<file path="src/rtl/lvds_sync_if.sv">
// Marker inputs and recovered-sync outputs of the LVDS sync receiver.
// The master drives the markers; the slave (receiver) drives the status.
interface lvds_sync_if #(
    parameter int AW = 11
);
    logic          lsync_in;
    logic          fsync_in;
    logic [AW-1:0] rx_col;
    logic [AW-1:0] rx_row;
    logic          sol;
    logic          sof;
    logic          locked;
    logic          line_err;
    logic          frame_err;
    logic [15:0]   err_cnt;

    modport master (
        output lsync_in, fsync_in,
        input  rx_col, rx_row, sol, sof, locked,
        input  line_err, frame_err, err_cnt
    );

    modport slave (
        input  lsync_in, fsync_in,
        output rx_col, rx_row, sol, sof, locked,
        output line_err, frame_err, err_cnt
    );
endinterface

</file>
<file path="src/rtl/lvds_sync_rx.sv">
// Flywheel sync recovery for the camera LVDS link: predicts column/row,
// checks line/frame markers, and tracks lock via HUNT/VERIFY/LOCKED.
module lvds_sync_rx #(
    parameter int H_TOTAL    = 1064,
    parameter int V_TOTAL    = 1028,
    parameter int AW         = 11,
    parameter int LOCK_CNT   = 2,
    parameter int UNLOCK_CNT = 3
) (
    input  logic        clk,
    input  logic        rst,
    lvds_sync_if.slave  bus
);
    localparam int GW = $clog2(LOCK_CNT + 1);
    localparam int BW = $clog2(UNLOCK_CNT + 1);
    localparam logic [AW-1:0] H_LAST = AW'(H_TOTAL - 1);
    localparam logic [AW-1:0] H_RLD  = AW'(H_TOTAL - 2);
    localparam logic [AW-1:0] V_LAST = AW'(V_TOTAL - 1);

    typedef enum logic [1:0] {
        HUNT,
        VERIFY,
        LOCKED
    } state_t;

    state_t        state_q, state_d;
    logic [AW-1:0] pcol_q, pcol_d;
    logic [AW-1:0] prow_q, prow_d;
    logic [GW-1:0] good_q, good_d;
    logic [BW-1:0] bad_q, bad_d;
    logic          fbad_q, fbad_d;
    logic [AW-1:0] rx_col_q, rx_row_q;
    logic          sol_q, sof_q;
    logic          line_err_q, frame_err_q;
    logic [15:0]   err_cnt_q;

    logic          at_sol, at_sof, boundary;
    logic          chk, lmis, fmis, mis;
    logic          reload;
    logic [GW-1:0] good_inc;
    logic [BW-1:0] bad_inc;

    assign at_sol   = (pcol_q == H_LAST);
    assign at_sof   = at_sol && (prow_q == V_LAST);
    assign boundary = (pcol_q == '0) && (prow_q == '0);
    assign chk      = (state_q != HUNT);
    assign lmis     = chk && (bus.lsync_in ^ at_sol);
    assign fmis     = chk && (bus.fsync_in ^ at_sof);
    assign mis      = lmis || fmis;
    assign good_inc = good_q + GW'(1);
    assign bad_inc  = bad_q + BW'(1);

    // Lock FSM next state, frame health counters and predictor reload.
    always_comb begin
        state_d = state_q;
        good_d  = good_q;
        bad_d   = bad_q;
        fbad_d  = boundary ? 1'b0 : (fbad_q || mis);
        reload  = 1'b0;
        unique case (state_q)
            HUNT: begin
                if (bus.fsync_in) begin
                    reload  = 1'b1;
                    good_d  = '0;
                    fbad_d  = 1'b0;
                    state_d = VERIFY;
                end
            end
            VERIFY: begin
                if (mis) begin
                    if (bus.fsync_in) begin
                        reload = 1'b1;
                        good_d = '0;
                        fbad_d = 1'b0;
                    end else begin
                        state_d = HUNT;
                    end
                end else if (boundary && !fbad_q) begin
                    good_d = good_inc;
                    if (good_inc == GW'(LOCK_CNT)) begin
                        state_d = LOCKED;
                        bad_d   = '0;
                    end
                end
            end
            LOCKED: begin
                if (boundary) begin
                    if (fbad_q || mis) begin
                        bad_d = bad_inc;
                        if (bad_inc == BW'(UNLOCK_CNT)) begin
                            state_d = HUNT;
                        end
                    end else begin
                        bad_d = '0;
                    end
                end
            end
            default: state_d = HUNT;
        endcase
    end

    // Flywheel: count down, or realign to the marker after a reload.
    always_comb begin
        pcol_d = pcol_q - AW'(1);
        prow_d = prow_q;
        if (reload) begin
            pcol_d = H_RLD;
            prow_d = V_LAST;
        end else if (pcol_q == '0) begin
            pcol_d = H_LAST;
            prow_d = (prow_q == '0) ? V_LAST : prow_q - AW'(1);
        end
    end

    // State, predictor and frame-health registers.
    always_ff @(posedge clk) begin
        if (rst) begin
            state_q <= HUNT;
            pcol_q  <= '0;
            prow_q  <= '0;
            good_q  <= '0;
            bad_q   <= '0;
            fbad_q  <= 1'b0;
        end else begin
            state_q <= state_d;
            pcol_q  <= pcol_d;
            prow_q  <= prow_d;
            good_q  <= good_d;
            bad_q   <= bad_d;
            fbad_q  <= fbad_d;
        end
    end

    // Registered position, sync pulses and mismatch pulses.
    always_ff @(posedge clk) begin
        if (rst) begin
            rx_col_q    <= '0;
            rx_row_q    <= '0;
            sol_q       <= 1'b0;
            sof_q       <= 1'b0;
            line_err_q  <= 1'b0;
            frame_err_q <= 1'b0;
        end else begin
            rx_col_q    <= pcol_q;
            rx_row_q    <= prow_q;
            sol_q       <= at_sol && (state_q == LOCKED);
            sof_q       <= at_sof && (state_q == LOCKED);
            line_err_q  <= lmis;
            frame_err_q <= fmis;
        end
    end

    // Saturating count of cycles with any marker mismatch.
    always_ff @(posedge clk) begin
        if (rst) begin
            err_cnt_q <= '0;
        end else if (mis && (err_cnt_q != 16'hFFFF)) begin
            err_cnt_q <= err_cnt_q + 16'd1;
        end
    end

    assign bus.rx_col    = rx_col_q;
    assign bus.rx_row    = rx_row_q;
    assign bus.sol       = sol_q;
    assign bus.sof       = sof_q;
    assign bus.locked    = (state_q == LOCKED);
    assign bus.line_err  = line_err_q;
    assign bus.frame_err = frame_err_q;
    assign bus.err_cnt   = err_cnt_q;
endmodule

</file>
<file path="src/flat_wrapper.sv">
// flat-port wrapper written by rule: the top's interface ports become plain ports
module lvds_sync_rx_flat 
#(
    parameter int H_TOTAL    = 1064,
    parameter int V_TOTAL    = 1028,
    parameter int AW         = 11,
    parameter int LOCK_CNT   = 2,
    parameter int UNLOCK_CNT = 3
)
  (clk, rst, bus_lsync_in, bus_fsync_in, bus_rx_col, bus_rx_row, bus_sol, bus_sof, bus_locked, bus_line_err, bus_frame_err, bus_err_cnt);
  lvds_sync_if #(.AW(AW)) bus_i ();
  input  logic clk;
  input  logic rst;
  input wire logic [$bits(bus_i.lsync_in)-1:0] bus_lsync_in;
  input wire logic [$bits(bus_i.fsync_in)-1:0] bus_fsync_in;
  output wire logic [$bits(bus_i.rx_col)-1:0] bus_rx_col;
  output wire logic [$bits(bus_i.rx_row)-1:0] bus_rx_row;
  output wire logic [$bits(bus_i.sol)-1:0] bus_sol;
  output wire logic [$bits(bus_i.sof)-1:0] bus_sof;
  output wire logic [$bits(bus_i.locked)-1:0] bus_locked;
  output wire logic [$bits(bus_i.line_err)-1:0] bus_line_err;
  output wire logic [$bits(bus_i.frame_err)-1:0] bus_frame_err;
  output wire logic [$bits(bus_i.err_cnt)-1:0] bus_err_cnt;
  assign bus_i.lsync_in = bus_lsync_in;
  assign bus_i.fsync_in = bus_fsync_in;
  assign bus_rx_col = bus_i.rx_col;
  assign bus_rx_row = bus_i.rx_row;
  assign bus_sol = bus_i.sol;
  assign bus_sof = bus_i.sof;
  assign bus_locked = bus_i.locked;
  assign bus_line_err = bus_i.line_err;
  assign bus_frame_err = bus_i.frame_err;
  assign bus_err_cnt = bus_i.err_cnt;
  lvds_sync_rx #(.H_TOTAL(H_TOTAL), .V_TOTAL(V_TOTAL), .AW(AW), .LOCK_CNT(LOCK_CNT), .UNLOCK_CNT(UNLOCK_CNT)) u_core (.clk(clk), .rst(rst), .bus(bus_i));
endmodule
</file>
<file path="config.mk">
export PLATFORM = sky130hd
export DESIGN_NAME = lvds_sync_rx_flat
export DESIGN_NICKNAME = d
export VERILOG_FILES = /design/src/rtl/lvds_sync_if.sv /design/src/rtl/lvds_sync_rx.sv /design/src/flat_wrapper.sv
export SDC_FILE = /design/constraint.sdc
export NUM_CORES = 1
export LEC_CHECK = 0
export ABC_AREA = 1
export BUFFER_PORTS_ARGS = -buffer_cell sky130_fd_sc_hd__buf_4
export CAP_MARGIN = 20
export CORE_MARGIN = 2
export CORE_UTILIZATION = 50
export DETAILED_ROUTE_END_ITERATION = 8
export GPL_TIMING_DRIVEN = 0
export PLACE_DENSITY = 0.73
export REMOVE_ABC_BUFFERS = 1
export SYNTH_ARGS = -nofsm -noshare
export SYNTH_HDL_FRONTEND = slang
export SYNTH_SLANG_ARGS = --single-unit
export TNS_END_PERCENT = 5
</file>
<file path="constraint.sdc">
create_clock -name clk -period 2.3 [get_ports clk]
set_input_delay 0.23 -clock clk [delete_from_list [all_inputs] [get_ports clk]]
set_output_delay 0.23 -clock clk [all_outputs]
set_load 0.02 [all_outputs]
</file>
==> results.txt, run 1 <==
* Top-level port count: 47
- Yosys top cell by area: sky130_fd_sc_hd__dfxtp_1
* Tmin final: 2069 ps
- Clock Path Buffers: 2
- After synthesis the cells add up to 3306 um^2.
- Wire length of the first global-routing pass: 11700 um
* WL final: 6991 um
- Post-CTS Repair Setup Buffers: 0
- Lkg Pwr: 0.001802 uW
* Final core utilization: 61.72%
* Multi-input combinational cell area: 1592 um^2
* Net Sw Frac: 42.50%
- Worst clock skew: 7.186 ps
- Hold Crit Endpoint: u_core.bus.rx_row[5]
- During placement, the flow inserted port buffers numbering 46.
* Fraction of the cycle the final worst path needs: 89.95%
- Setup violations remaining at the end of the flow were counted as 0.
- Remaining antenna violation count after routing: 0
- Detailed-route via count: 2909
- Hold-fix buffer count after cts: 0
- Seq. cell area: 1421 um^2
* Area of the core: 6386 um^2
- Total of flip-flops plus latches after synthesis: 71
- Maximum capacitance violations: 0
- The worst setup path is of the flop to flop kind.
- Using the TritonRoute via totals, the vias-per-cell ratio works out to 4.990.
- Measured along the x axis, the die boundary spans 85.31 um.
- Setup TNS: 0 ps
- Yosys synthesis warning count: 0
- The worst hold path belongs to the class input port to flop.
* Distinct cell type count after synthesis: 35
- Smallest hold slack: 281.9 ps
- Most frequently used cell type in the post-synthesis netlist: sky130_fd_sc_hd__nor2_1
* # H-tree levels: 3
- Clock tree synthesis selected as its root buffer the cell sky130_fd_sc_hd__clkbuf_8.
- Once detailed placement completed, the half-perimeter wirelength came to 4851 um.
- Standard-cell rows: 29
- Mean instance size in the synthesized netlist: 7.313 um^2
- TritonCTS clock tree: yes
* Critical path buffers and inverters: 1
- By count the netlist is led by sky130_fd_sc_hd__nor2_1 (79), sky130_fd_sc_hd__nand2_1 (78), sky130_fd_sc_hd__dfxtp_1 (71), sky130_fd_sc_hd__inv_1 (65), sky130_fd_sc_hd__nand3_1 (29).
- Slew at the pin closest to its max-slew limit: 697.6 ps
- Arrival time worst endpoint: 2320 ps
- The slowest stage of the critical path is the sky130_fd_sc_hd__dfxtp_1 cell.
* Clock sink count: 71
- Clock-pin slew was measured on the worst setup and hold paths at 70 ps.
* Kind of end point of the critical path: flop
- Across the VDD grid, the largest voltage drop is 585.7 uV.
* GR Util All Layers: 19.97%
* Portion of total power attributed to combinational logic: 43.9%
- Largest cells by area after synthesis: sky130_fd_sc_hd__dfxtp_1 (43%), sky130_fd_sc_hd__nor2_1 (9.0%), sky130_fd_sc_hd__nand2_1 (8.9%)
- Crit path launch type: flop
* Number of nets at the end of the flow: 516
* Die Area: 7278 um^2
- Sequential cells were found to cover 43.00% of the synthesized design area.
- Highest cell delay on the worst timing path: 420 ps
- Total clock buffers created by CTS: 9
- For the worst flop-to-flop path, the logic depth is 14.
* Die Height: 85.31 um
* Worst reg-to-reg setup slack: 230 ps
- After detailed routing, the number of remaining DRC violations is 0.
* Delay-heaviest family, CP: simple AND/OR/NAND/NOR gates
- The max-slew violation total from the final report was 0.
* Sw power: 2130 uW
- Initial antenna violation count: 0
- Power per Cell Area: 1272 nW/um^2
- Worst Hold Depth: 2
- Via count of the first global-routing pass: 2687
- Starting density of the core: 51.76%
- Internal power comes to 2882 uW.
* Pin count of the biggest net entering global routing: 36
- The flow ran to the end, and the final reports show no timing, DRC or antenna violations.
- Maximum frequency from static timing analysis: 483.4 MHz
- The congestion estimate from routability-driven global placement came to 0.9117.
- Synth top area share: 43.00%
- Fill cells in the final layout number 583.
- Measured against its own limit, the worst slew margin works out to 53.44%.
* Detailed router's first-iteration violation count: 125
- In this run the most critical hold path is launched from rst.
- At the worst endpoint, the required time is 2550 ps.
- Overflow after GRT: 0
- Largest fanout on the critical path: 7
* CP Cell Sequence: ha_1 > nand2_1 > nor2_2 > nand2_1 > nor2_2 > nand3_1 > nand3_4 > nand2_4 > nand2_2 > nand2_2 > nor2_2 > o21ai_0 > nand2_1 > inv_1
* Reg2Reg Capture Point: u_core.pcol_q[10]
- Yosys mapped a number of flops with a built-in enable equal to 0.
- Synthesis-to-finish area growth: 19.23%
- RSZ-0062 raised after global routing: false
- Drt wl/cell: 11.99 um
* Resized Gates After CTS: 0
* Syn Inst Count: 452
- The share of total power dissipated in sequential elements is 33.7%.
- The clock reaches the later pin of the worst-skew pair after 350 ps.
* Share of cells above drive strength 1: 17.98%
* Final Hold Viols: 0
* First-pass iteration count of the detailed router: 4
* Share of synthesized registers carrying an async set or reset: 0%
- Source of the worst register-to-register timing path: u_core.pcol_q[0]
- In this run, the clock network consumes 22.3% of the power.
- Among all flip-flop cells after synthesis, the most frequent one is sky130_fd_sc_hd__dfxtp_1.
* Number of inserted diodes: 0
[worst register-to-register path: cells and delay by family, from the launching register on]
| family | cells | cell delay [ps] |
|---|---|---|
| compound gates | 1 | 120 |
| fa+ha+maj | 1 | 170 |
| buf+inv | 1 | 40 |
| flops | 1 | 420 |
| simple gates | 11 | 1240 |
[final cells by class]
type / count / share of cell area [%]
Clock buffer: 11 / 3.587
Multi-Input combinational cell: 304 / 40.38
Inverter: 69 / 6.698
Tap cell: 77 / 2.444
Sequential cell: 71 / 36.06
Timing Repair Buffer: 46 / 8.762
Clock inverter: 5 / 2.063
[metrics by stage]
step,setup slack (ps),instance area [um^2],instances,total power [uW]
after CTS,14.33,3925,583,4994
after floorplan,355.3,3261,444,3315
final,231.2,3941,583,5012
after detailed placement,36.67,3702,567,3852
after global placement,86.04,3702,567,3806
after global routing,36.83,3941,583,5403
[metal layers]
metal / vias up / share of wire, % / GRT usage, %
met5: - / 0 / 0
li1: 1515 / - / -
met2: 69 / 48 / 33.52
met3: 11 / 4.8 / 3.891
met1: 1314 / 45 / 24.36
met4: 0 / 2.0 / 9.957
[flip-flops by register name, indices dropped and copies added (netlist names)]
register              cells
u_core.bus.err_cnt       16
u_core.bus.rx_col        11
u_core.bus.rx_row        11
u_core.pcol_q            11
u_core.prow_q            11
u_core.bad_q              2
u_core.good_q             2
u_core.state_q            2
u_core.bus.frame_err      1
u_core.bus.line_err       1
u_core.bus.sof            1
u_core.bus.sol            1
u_core.fbad_q             1
[cells in the final DEF, fill, tap and decap left out, types with 2 or more instances in the layout]
| cell | count |
|---|---|
| sky130_fd_sc_hd__nor2_1 | 77 |
| sky130_fd_sc_hd__bufinv_16 | 2 |
| sky130_fd_sc_hd__buf_4 | 46 |
| sky130_fd_sc_hd__nand2_4 | 2 |
| sky130_fd_sc_hd__o21ai_0 | 16 |
| sky130_fd_sc_hd__nor3_2 | 3 |
| sky130_fd_sc_hd__ha_1 | 10 |
| sky130_fd_sc_hd__nor2_2 | 10 |
| sky130_fd_sc_hd__a21oi_1 | 20 |
| sky130_fd_sc_hd__xnor2_1 | 2 |
| sky130_fd_sc_hd__nor3_1 | 9 |
| sky130_fd_sc_hd__clkbuf_8 | 10 |
| sky130_fd_sc_hd__dfxtp_1 | 71 |
| sky130_fd_sc_hd__o21ai_1 | 4 |
| sky130_fd_sc_hd__nand3_1 | 29 |
| sky130_fd_sc_hd__nand2_1 | 78 |
| sky130_fd_sc_hd__xor2_1 | 15 |
| sky130_fd_sc_hd__inv_2 | 3 |
| sky130_fd_sc_hd__nand2_2 | 5 |
| sky130_fd_sc_hd__nor4_1 | 3 |
| sky130_fd_sc_hd__nand4_1 | 8 |
| sky130_fd_sc_hd__inv_1 | 65 |
[how the worst max path moves through the flow]
stage	startpoint	end	slack (ps)	cells past startpoint
5_1_grt	u_core.pcol_q[0]	u_core.bus.err_cnt[3]	40	14
3_5_place_dp	u_core.pcol_q[0]	u_core.bus.err_cnt[3]	40	13
6_report	u_core.pcol_q[0]	u_core.pcol_q[10]	230	14
4_1_cts	u_core.pcol_q[0]	u_core.bus.err_cnt[3]	10	13
3_3_place_gp	u_core.pcol_q[0]	u_core.bus.err_cnt[3]	90	13
2_1_floorplan	u_core.bus.err_cnt[0]	u_core.bus.err_cnt[3]	360	11
[kinds of logic (layout without fill, tap and decap cells)]
logic type | Yosys count | in the layout | synth area share, %
fa+ha+maj | 11 | 11 | 4.163
buf+inv | 77 | 131 | 9.235
xor+xnor | 17 | 17 | 4.504
simple gates | 233 | 233 | 32.40
flops | 71 | 71 | 43.00
compound gates | 43 | 43 | 6.700
[power groups by stage]
stage          combinational (uW)  sequential (uW)  clock (uW)
2_1_floorplan                1530             1790           0
3_3_place_gp                 2100             1700           0
3_5_place_dp                 2140             1710           0
4_1_cts                      2170             1690        1130
5_1_grt                      2500             1720        1180
6_report                     2200             1690        1120
No activity file was read; power rests on OpenSTA's default activity.
==> run 2, diff against run 1 <==
--- a/config.mk
+++ b/config.mk
@@ -6,13 +6,14 @@
 export NUM_CORES = 1
 export LEC_CHECK = 0
 export ABC_AREA = 1
-export BUFFER_PORTS_ARGS = -buffer_cell sky130_fd_sc_hd__buf_4
 export CAP_MARGIN = 20
 export CORE_MARGIN = 2
 export CORE_UTILIZATION = 50
 export DETAILED_ROUTE_END_ITERATION = 8
+export DONT_BUFFER_PORTS = 1
 export GPL_TIMING_DRIVEN = 0
-export PLACE_DENSITY = 0.73
+export MAX_ROUTING_LAYER = met4
+export PLACE_DENSITY = 0.67
 export REMOVE_ABC_BUFFERS = 1
 export SYNTH_ARGS = -nofsm -noshare
 export SYNTH_HDL_FRONTEND = slang
==> run 2 against run 1 <==
  * Hold slack worse by 190 ps
  * Register-to-register slack about the same
  * Die area unchanged
  * Non-clock buffer count down 45
  * Fmax down 0.36%
  * Critical path depth down 3
  * First-iteration DRC count up 4.0%
  * Via count down 6.6%
  * Core utilization down 5.8 points
  * Clock power down 21%
  * Wire length down 4.3%
  * Clock-buffer cell count down 1
==> results.txt, run 2 (same netlist as run 1, synthesis figures left out) <==
* Lkg Pwr: 0.001548 uW (was 0.001802 uW)
- Via density per instance: 5.052 (was 4.990)
- Maximum capacitance violations: 0 (unchanged)
- Quantity of I/O buffers inserted on ports: 0 (was 46)
- The category of cells accounting for the largest share of critical-path delay was simple AND/OR/NAND/NOR gates (unchanged).
- Kind of end point of the critical path: flop (unchanged)
- Maximum frequency from static timing analysis: 481.6 MHz (was 483.4 MHz)
- The worst hold-check path type was input port to flop (unchanged).
- Pin count of the biggest net entering global routing: 34 (was 36)
- Final-layout fill cell count: 609 (was 583)
- The minimum setup slack after placement was -42.63 ps (was 36.67 ps).
- First-pass iteration count of the detailed router: 4 (unchanged)
* CP Cell Sequence: ha_1 > nand3_1 > inv_1 > nand3_1 > inv_1 > nand4_1 > nand2_4 > clkinv_4 > nand2_1 > o21ai_0 > a21oi_1 (was ha_1 > nand2_1 > nor2_2 > nand2_1 > nor2_2 > nand3_1 > nand3_4 > nand2_4 > nand2_2 > nand2_2 > nor2_2 > o21ai_0 > nand2_1 > inv_1)
* Remaining antenna violation count after routing: 0 (unchanged)
- The aggregate global routing overflow is 0 (unchanged).
* Worst clock skew: 12.22 ps (was 7.186 ps)
* Initial antenna violation count: 0 (unchanged)
- Critical path buffers and inverters: 3 (was 1)
- Max reg flops: 16 (unchanged)
* Post-CTS Repair Setup Buffers: 0 (unchanged)
- Clock Path Buffers: 2 (unchanged)
- The final wirelength is 6693 um (was 6991 um).
- Run status: complete, no violations (unchanged)
- The starting utilization of the core area was 51.76% (unchanged).
- The total number of nets in the final design is 471 (was 516).
* Wire length of the first global-routing pass: 11110 um (was 11700 um)
* Clock-pin slew on the worst setup and hold paths: 80 ps (was 70 ps)
- Clock root buffer master: sky130_fd_sc_hd__clkbuf_8 (unchanged)
- Synthesis-to-finish area growth: 8.024% (was 19.23%)
- Final Hold Viols: 0 (unchanged)
- The horizontal extent of the die came to 85.31 um (unchanged).
- The number of sinks handled by clock tree synthesis was 71 (unchanged).
* Crit path launch type: flop (unchanged)
- The post-layout utilization of the core was 55.92% (was 61.72%).
- The power density over the cells is 1292 nW/um^2 (was 1272 nW/um^2).
* GR Util All Layers: 19.77% (was 19.97%)
* Data required, critical path: 2580 ps (was 2550 ps)
* TritonCTS clock tree: yes (unchanged)
- The classification of the worst setup path is flop to flop (unchanged).
* Arrival time worst endpoint: 2360 ps (was 2320 ps)
- Area of the core: 6386 um^2 (unchanged)
- RSZ-0062 raised after global routing: false (unchanged)
- The maximum fanout count along the critical path was 16 (was 7).
* Setup slack of the critical path after layout: 223.7 ps (was 231.2 ps)
- The measured slew at the worst slew-check pin is 661.4 ps (was 697.6 ps).
* Top-level port count: 47 (unchanged)
- The number of DRC markers in iteration 0 was 130 (was 125).
* Source-to-sink clock delay at the later pin of the worst-skew pair: 350 ps (about the same)
* Layout Cells excl Fill: 538 (was 583)
* Via count of the first global-routing pass: 2532 (was 2687)
- Total clock buffers created by CTS: 9 (unchanged)
* Final setup violating endpoints: 0 (unchanged)
* Die Height: 85.31 um (unchanged)
- The max-slew violation total from the final report came to 0 (unchanged).
* Cell with the biggest individual delay on the critical path: sky130_fd_sc_hd__dfxtp_2 (was sky130_fd_sc_hd__dfxtp_1)
* Count of unresolved DRC violations after routing: 0 (unchanged)
- Last weighted congestion value of the routability-driven placer: 0.9107 (was 0.9117)
- Fraction of the cycle the final worst path needs: 90.27% (was 89.95%)
- Leading cell types in the layout, fill and taps excluded: sky130_fd_sc_hd__nand2_1 (78), sky130_fd_sc_hd__nor2_1 (78), sky130_fd_sc_hd__dfxtp_1 (68) (was sky130_fd_sc_hd__nand2_1 (78), sky130_fd_sc_hd__nor2_1 (77), sky130_fd_sc_hd__dfxtp_1 (71)).
- Drt wl/cell: 12.44 um (was 11.99 um)
- Smallest hold slack: 87.64 ps (was 281.9 ps)
* Number of inserted diodes: 0 (unchanged)
- Detailed-route via count: 2718 (was 2909)
- The number of rows in the core area is 29 (unchanged).
- The critical path's largest stage delay was 430 ps (was 420 ps).
* Tmin final: 2076 ps (was 2069 ps)
* Max transition margin: 55.86% (was 53.44%)
- The peak supply drop is 624.6 uV (was 585.7 uV).
- The cell total after placement came to 521 (was 567).
- The area enclosed by the die boundary came to 7278 um^2 (unchanged).
- Share of cells above drive strength 1: 10.63% (was 17.98%)
* # H-tree levels: 3 (unchanged)
- The detailed placement HPWL came to 4734 um (was 4851 um).
## run 2: where the power goes
group          internal, uW  switching [uW]  total [uW]
Sequential             1510             307        1810
Combinational           629            1290        1920
Clock                   415             468         882
## run 2: path summary, 6_finish.rpt
check	from	to	slack, ps	cells past startpoint
hold / removal	rst	u_core.pcol_q[0]	90	3
setup reg to reg	u_core.bus.err_cnt[1]	u_core.bus.err_cnt[3]	220	11
hold reg to reg	u_core.prow_q[9]	u_core.bus.rx_row[9]	450	2
setup / recovery	u_core.bus.err_cnt[1]	u_core.bus.err_cnt[3]	220	11
## run 2: routing by layer
layer | up-vias | global-route usage, % | wire, um
met2 | 56 | 31.11 | 3174
li1 | 1421 | - | -
met3 | 14 | 4.961 | 273
met1 | 1227 | 23.56 | 3094
met4 | 0 | 9.668 | 150
met5 | - | - | 0
## run 2: tightest hold or removal path: stages
cell and delay (ps):
sky130_fd_sc_hd__nor2_4 30, sky130_fd_sc_hd__inv_2 80, sky130_fd_sc_hd__a21oi_1 40
## run 2: stage by stage
step                      power, uW  area, um^2  setup TNS, ps
after floorplan                3315        3261              0
after global placement         3674        3357         -17.33
after detailed placement       3706        3357         -77.83
after CTS                      4627        3556              0
after global routing           4997        3571              0
final                          4614        3571              0
## run 2: area by class of cell
cell class                      count  area, um^2  share of cell area [%]
Clock buffer                       10       137.6                   3.854
Clock inverter                      6       36.28                   1.016
Inverter                           69       264.0                   7.393
Multi-Input combinational cell    304        1589                   44.50
Sequential cell                    71        1428                   39.98
Tap cell                           77       96.34                   2.698
Timing Repair Buffer                1       20.02                  0.5606
## run 2: repair_timing
item / in CTS / in global routing
pin swaps: 0 / 1
endpoints found under the hold margin: 33 / 0
hold buffers: 1 / 0
resized for setup: 2 / 6
endpoints found under the setup margin: 5 / 17
